## src/rtl/encrypt_scheduler.sv

```systemverilog
// Transaction sequencer for a shared four-function encrypt engine.
// Optional watchdog abort on a stalled engine is enabled by defining ENC_TIMEOUT_EN.
module encrypt_scheduler #(
  parameter int TIMEOUT_CYCLES = 64,
  parameter int CNT_W          = 7
) (
  input  logic        Clk,
  input  logic        Rst,
  input  logic        in_valid,
  output logic        in_ready,
  input  logic [79:0] in_data,
  input  logic [5:0]  rand6,
  input  logic [8:0]  rand9,
  input  logic [3:0]  fn_mask,
  output logic        eng_start,
  output logic [1:0]  eng_sel,
  output logic [79:0] eng_data,
  output logic [5:0]  eng_rand6,
  output logic [8:0]  eng_rand9,
  input  logic        eng_done,
  input  logic [95:0] eng_result,
  output logic        out_valid,
  input  logic        out_ready,
  output logic [95:0] out_data,
  output logic [1:0]  out_fn,
  output logic        busy,
  output logic        err_timeout
);

  typedef enum logic [1:0] {S_IDLE, S_START, S_WAIT, S_HOLD} state_t;

  state_t      state_reg, state_next;
  logic        in_ready_reg;
  logic [1:0]  eng_sel_reg;
  logic [79:0] eng_data_reg;
  logic [5:0]  eng_rand6_reg;
  logic [8:0]  eng_rand9_reg;
  logic        out_valid_reg;
  logic [95:0] out_data_reg;
  logic [1:0]  out_fn_reg;

  logic        accept;
  logic        done_hit;
  logic        timeout_hit;
  logic        out_hs;
  logic [1:0]  raw_sel;
  logic [1:0]  sel_next;

  generate
    if (TIMEOUT_CYCLES < 1 || TIMEOUT_CYCLES > (1 << CNT_W) - 1) begin : g_bad_cfg
      $error("encrypt_scheduler: CNT_W too narrow for TIMEOUT_CYCLES");
    end
  endgenerate

  assign accept   = in_valid && in_ready_reg && (state_reg == S_IDLE);
  assign done_hit = (state_reg == S_WAIT) && eng_done;
  assign out_hs   = (state_reg == S_HOLD) && out_ready;

  // Preferred function comes from the random bits; disabled functions are
  // skipped by walking upward modulo 4. An empty mask falls back to FN0.
  always_comb begin
    logic       found;
    logic [1:0] cand;
    raw_sel  = rand6[1:0] ^ rand9[8:7];
    sel_next = 2'd0;
    found    = 1'b0;
    cand     = 2'd0;
    for (int k = 0; k < 4; k++) begin
      cand = raw_sel + 2'(k);
      if (!found && fn_mask[cand]) begin
        sel_next = cand;
        found    = 1'b1;
      end
    end
  end

  always_comb begin
    state_next = state_reg;
    case (state_reg)
      S_IDLE:  if (accept) state_next = S_START;
      S_START: state_next = S_WAIT;
      S_WAIT:  if (done_hit || timeout_hit) state_next = S_HOLD;
      S_HOLD:  if (out_ready) state_next = S_IDLE;
      default: state_next = S_IDLE;
    endcase
  end

  // in_ready is registered so it stays low throughout reset and rises on
  // the first edge after release.
  always_ff @(posedge Clk) begin
    if (Rst) begin
      state_reg     <= S_IDLE;
      in_ready_reg  <= 1'b0;
      eng_sel_reg   <= 2'd0;
      eng_data_reg  <= 80'd0;
      eng_rand6_reg <= 6'd0;
      eng_rand9_reg <= 9'd0;
      out_valid_reg <= 1'b0;
      out_data_reg  <= 96'd0;
      out_fn_reg    <= 2'd0;
    end else begin
      state_reg    <= state_next;
      in_ready_reg <= (state_next == S_IDLE);
      if (accept) begin
        eng_data_reg  <= in_data;
        eng_rand6_reg <= rand6;
        eng_rand9_reg <= rand9;
        eng_sel_reg   <= sel_next;
      end
      if (done_hit) begin
        out_data_reg  <= eng_result;
        out_fn_reg    <= eng_sel_reg;
        out_valid_reg <= 1'b1;
      end else if (timeout_hit) begin
        out_data_reg  <= 96'd0;
        out_fn_reg    <= eng_sel_reg;
        out_valid_reg <= 1'b1;
      end else if (out_hs) begin
        out_valid_reg <= 1'b0;
      end
    end
  end

`ifdef ENC_TIMEOUT_EN
  logic [CNT_W-1:0] cnt_reg;
  logic             err_timeout_reg;

  // Counter value k means k+1 WAIT cycles have elapsed in the current cycle.
  assign timeout_hit = (state_reg == S_WAIT) && !eng_done &&
                       (cnt_reg == CNT_W'(TIMEOUT_CYCLES - 1));

  always_ff @(posedge Clk) begin
    if (Rst) begin
      cnt_reg         <= '0;
      err_timeout_reg <= 1'b0;
    end else begin
      if (state_reg == S_START) begin
        cnt_reg <= '0;
      end else if (state_reg == S_WAIT) begin
        cnt_reg <= cnt_reg + 1'b1;
      end
      if (timeout_hit) begin
        err_timeout_reg <= 1'b1;
      end else if (done_hit || out_hs) begin
        err_timeout_reg <= 1'b0;
      end
    end
  end

  assign err_timeout = err_timeout_reg;
`else
  assign timeout_hit = 1'b0;
  assign err_timeout = 1'b0;
`endif

  assign in_ready  = in_ready_reg;
  assign eng_start = (state_reg == S_START);
  assign eng_sel   = eng_sel_reg;
  assign eng_data  = eng_data_reg;
  assign eng_rand6 = eng_rand6_reg;
  assign eng_rand9 = eng_rand9_reg;
  assign out_valid = out_valid_reg;
  assign out_data  = out_data_reg;
  assign out_fn    = out_fn_reg;
  assign busy      = (state_reg != S_IDLE);

endmodule
```

## config.mk

```make
export PLATFORM = sky130hd
export DESIGN_NAME = encrypt_scheduler
export DESIGN_NICKNAME = d
export VERILOG_FILES = /design/src/rtl/encrypt_scheduler.sv
export SDC_FILE = /design/constraint.sdc
export NUM_CORES = 1
export LEC_CHECK = 0
export CAP_MARGIN = 15
export CORE_AREA = 2 2 155 157
export CTS_CLUSTER_DIAMETER = 50
export CTS_CLUSTER_SIZE = 28
export DETAILED_ROUTE_END_ITERATION = 12
export DIE_AREA = 0 0 157 159
export HOLD_SLACK_MARGIN = 0.06
export PLACE_DENSITY_LB_ADDON = 0.3
export SLEW_MARGIN = 10
export SYNTH_ARGS = -nofsm -noshare
export SYNTH_HDL_FRONTEND = slang
export SYNTH_SLANG_ARGS = --single-unit
```

## constraint.sdc

```tcl
create_clock -name Clk -period 4.38 [get_ports Clk]
set_input_delay 1.095 -clock Clk [delete_from_list [all_inputs] [get_ports Clk]]
set_output_delay 1.095 -clock Clk [all_outputs]
set_load 0.02 [all_outputs]
```

==> results.rst <==
.. list-table::
   :header-rows: 1

   * - Metric
     - Value
   * - Non-filler instance count after layout
     - 1578
   * - Final Total Pwr
     - 0.00417 W
   * - Core Region
     - 0.0232 sq mm
   * - Via count of the first global-routing pass
     - 6574
   * - Maximum level of the CTS H-tree
     - 4
   * - Setup repair after global routing missed its margin
     - false
   * - Post-route fraction of the period consumed by the critical path
     - 0.660
   * - Final Wtd Congestion
     - 0.805
   * - Post-Synthesis Cell Area
     - 0.00700 sq mm
   * - Number of iterations in the first detailed-routing pass
     - 4
   * - Number of nets produced by synthesis
     - 1087
   * - Cell count after synthesis
     - 887
   * - Portion of netlist area occupied by mux cells
     - 0.00286
   * - Dominant combinational cell family by area after synthesis
     - simple AND/OR/NAND/NOR gates
   * - Antenna diode instance count
     - 0
   * - Max FFs per register
     - 96
   * - Slew Limit Headroom
     - 0.437
   * - Antenna Violating Nets Remaining
     - 0
   * - Global-route wire length before repair
     - 35600 microns
   * - Count of state elements after synthesis
     - 199
   * - Fmax
     - 0.346 GHz
   * - Number of buffers inserted by port buffering
     - 398
   * - Start-to-end type of the worst setup path
     - flip-flop to primary output
   * - Commonest non-fill, non-tap cell in the layout
     - sky130_fd_sc_hd__clkdlybuf4s50_1
   * - Clock root buffer
     - sky130_fd_sc_hd__clkbuf_16
   * - Xor/xnor cell area share of the yosys netlist
     - 0.00358
   * - Dpl hpwl
     - 16400 microns
   * - Clock buffer depth
     - 2
   * - Critical-path maximum fanout
     - 7
   * - Total of cells resized after clock tree synthesis
     - 0
   * - Hold Fails Final Rpt
     - 0
   * - FILL cells
     - 2198
   * - Area of the die
     - 0.0250 sq mm
   * - Worst setup EP type
     - primary output
   * - Setup Total Neg Slack
     - 0 ns
   * - EDFF count, synth
     - 0
   * - Boundary pin count
     - 400
   * - Initial antenna violation count
     - 0
   * - Growth of design area from synthesis to finish
     - 68.1%
   * - Placed cell areas
     - 0.0112 sq mm
   * - Type of the tightest min-delay check
     - flip-flop to flip-flop
   * - Number of buffers added to fix hold violations after cts
     - 0
   * - Power Density
     - 354 mW/mm^2
   * - Total track usage
     - 0.181
   * - Status
     - finished clean
   * - Synth Area in Adders
     - 0
   * - Clock slew seen by the registers of the worst setup and hold paths
     - 0.07 ns
   * - Area of all placed cells without fillers
     - 0.0118 sq mm
   * - Clock buffer count from CTS
     - 17
   * - Worst Max-Slew Pin Slew
     - 0.845 ns
   * - Simple-gate area share of the yosys netlist
     - 0.226
   * - Commonest cells after routing, fill and taps aside
     - sky130_fd_sc_hd__clkdlybuf4s50_1, sky130_fd_sc_hd__nand2_1, sky130_fd_sc_hd__dfxtp_1, sky130_fd_sc_hd__a21oi_1, sky130_fd_sc_hd__clkbuf_16
   * - Largest net degree at the start of global routing
     - 105
   * - Max VDD drop
     - 191 uV
   * - Total Nets Final
     - 1446
   * - Clock insertion delay at the later pin of the skew report
     - 0.43 ns
   * - Minimum clock period after layout
     - 2.89 ns
   * - Critical path startpoint category
     - flip-flop
   * - Number of violations reported at the end of detailed-routing iteration 0
     - 395
   * - Total count of max-transition violations in the final report
     - 0
   * - Overflow after GRT
     - 0
   * - Final Skew
     - 0.0137 ns
   * - Max-capacitance violation count
     - 0
   * - Total instance count after detailed placement
     - 1546
   * - Data arrival at the endpoint of the critical path
     - 1.80 ns
   * - Count of unresolved DRC violations after routing
     - 0
   * - Seq/Total Area, Yosys
     - 0.569
   * - Num rows
     - 56
   * - Proportion of synthesized flip-flops having asynchronous set or reset
     - 0
   * - Compound-Gate Fraction of Synth Area
     - 0.151
   * - Horizontal die dimension
     - 157 microns
   * - Wire length per cell after detailed routing
     - 14.8 microns
   * - Worst path required time
     - 3.28 ns
   * - Number of warnings reported in the yosys synthesis log
     - 0
   * - Sum of routed wire length over all layers
     - 23300 microns
   * - Starting Density
     - 0.302
   * - Height of the die
     - 159 microns
   * - Number of setup violations in the final report
     - 0
   * - TritonCTS clock tree
     - built
   * - Number of different library cells in the post-synthesis netlist
     - 34
   * - Most used DFF post-synth
     - sky130_fd_sc_hd__dfxtp_1
   * - Fraction of layout cells with a size suffix above 1
     - 0.0373
   * - Mean instance size in the synthesized netlist
     - 7.89 sq um
   * - Post-CTS Repair Setup Buffers
     - 0
   * - TritonCTS sink count
     - 199
   * - Via count of the routed design
     - 6984
   * - Leakage dissipation
     - 4.03 nW
   * - Number of vias per cell after detailed routing
     - 4.43
==> worst max-delay path, stage by stage, from the launching register on <==
cell and delay, ns:
sky130_fd_sc_hd__dfxtp_1 0.54, sky130_fd_sc_hd__nor2b_1 0.17, sky130_fd_sc_hd__clkdlybuf4s50_1 0.66
==> stage by stage <==
stage	utilization	worst slack [ns]	hold WS, ns
floorplan	-	2.21	0.533
global placement	0.482	1.36	0.440
detailed placement	0.482	1.36	0.446
CTS	0.507	1.42	0.456
global route	0.507	1.39	0.471
finish	0.507	1.49	0.451
==> report_power, final <==
| group | internal, W | switching (W) | total, W |
|---|---|---|---|
| clock | 0.000778 | 0.000769 | 0.00155 |
| sequential | 0.00189 | 0.0000437 | 0.00193 |
| combinational | 0.000357 | 0.000336 | 0.000693 |
| total | 0.00302 | 0.00115 | 0.00417 |
==> cell families (layout without fill, tap and decap cells) <==
group / count (synthesis) / count (layout)
other cells: 1 / 1
compound gates: 205 / 205
buf+inv: 69 / 441
flops: 199 / 199
mux: 2 / 2
simple gates: 409 / 409
xor+xnor: 2 / 2
==> final timing paths <==
| check | start | end | slack, ns | depth (start not counted) |
|---|---|---|---|---|
| max | state_reg[0]$_SDFF_PP0_ | eng_start | 1.49 | 2 |
| min reg2reg | eng_rand6[1]$_SDFFE_PP0P_ | eng_rand6[1]$_SDFFE_PP0P_ | 0.45 | 2 |
| max reg2reg | state_reg[0]$_SDFF_PP0_ | eng_data[76]$_SDFFE_PP0P_ | 2.34 | 5 |
| min | eng_rand6[1]$_SDFFE_PP0P_ | eng_rand6[1]$_SDFFE_PP0P_ | 0.45 | 2 |
==> per-layer routing <==
layer,track usage,vias up,wire length [microns]
li1,-,3559,-
met2,0.308,227,11500
met4,0.0730,0,541
met5,0,-,0
met3,0.0509,31,1580
met1,0.213,3167,9760
==> cell type report <==
type / count / area, sq um / area share
inverters: 3 / 11.3 / 0.000957
clock buffers: 19 / 443 / 0.0376
well taps: 319 / 399 / 0.0339
flip-flops and latches: 199 / 3980 / 0.339
repair buffers: 406 / 4100 / 0.348
clock inverters: 13 / 135 / 0.0115
multi-input cells: 619 / 2700 / 0.229
==> synthesized netlist by cell type (2+ instances only) <==
library cell	instances	area (sq um)
sky130_fd_sc_hd__nand2_1	388	1460
sky130_fd_sc_hd__dfxtp_1	199	3980
sky130_fd_sc_hd__a21oi_1	196	981
sky130_fd_sc_hd__clkbuf_1	38	143
sky130_fd_sc_hd__buf_2	16	80.1
sky130_fd_sc_hd__nor2_1	7	26.3
sky130_fd_sc_hd__buf_4	6	45.0
sky130_fd_sc_hd__buf_6	4	45.0
sky130_fd_sc_hd__inv_1	3	11.3
sky130_fd_sc_hd__nor3_1	3	15.0
sky130_fd_sc_hd__and3_1	2	12.5
sky130_fd_sc_hd__buf_1	2	7.51
sky130_fd_sc_hd__mux2i_1	2	20.0
Note: power is estimated with default switching activity, not from simulation.
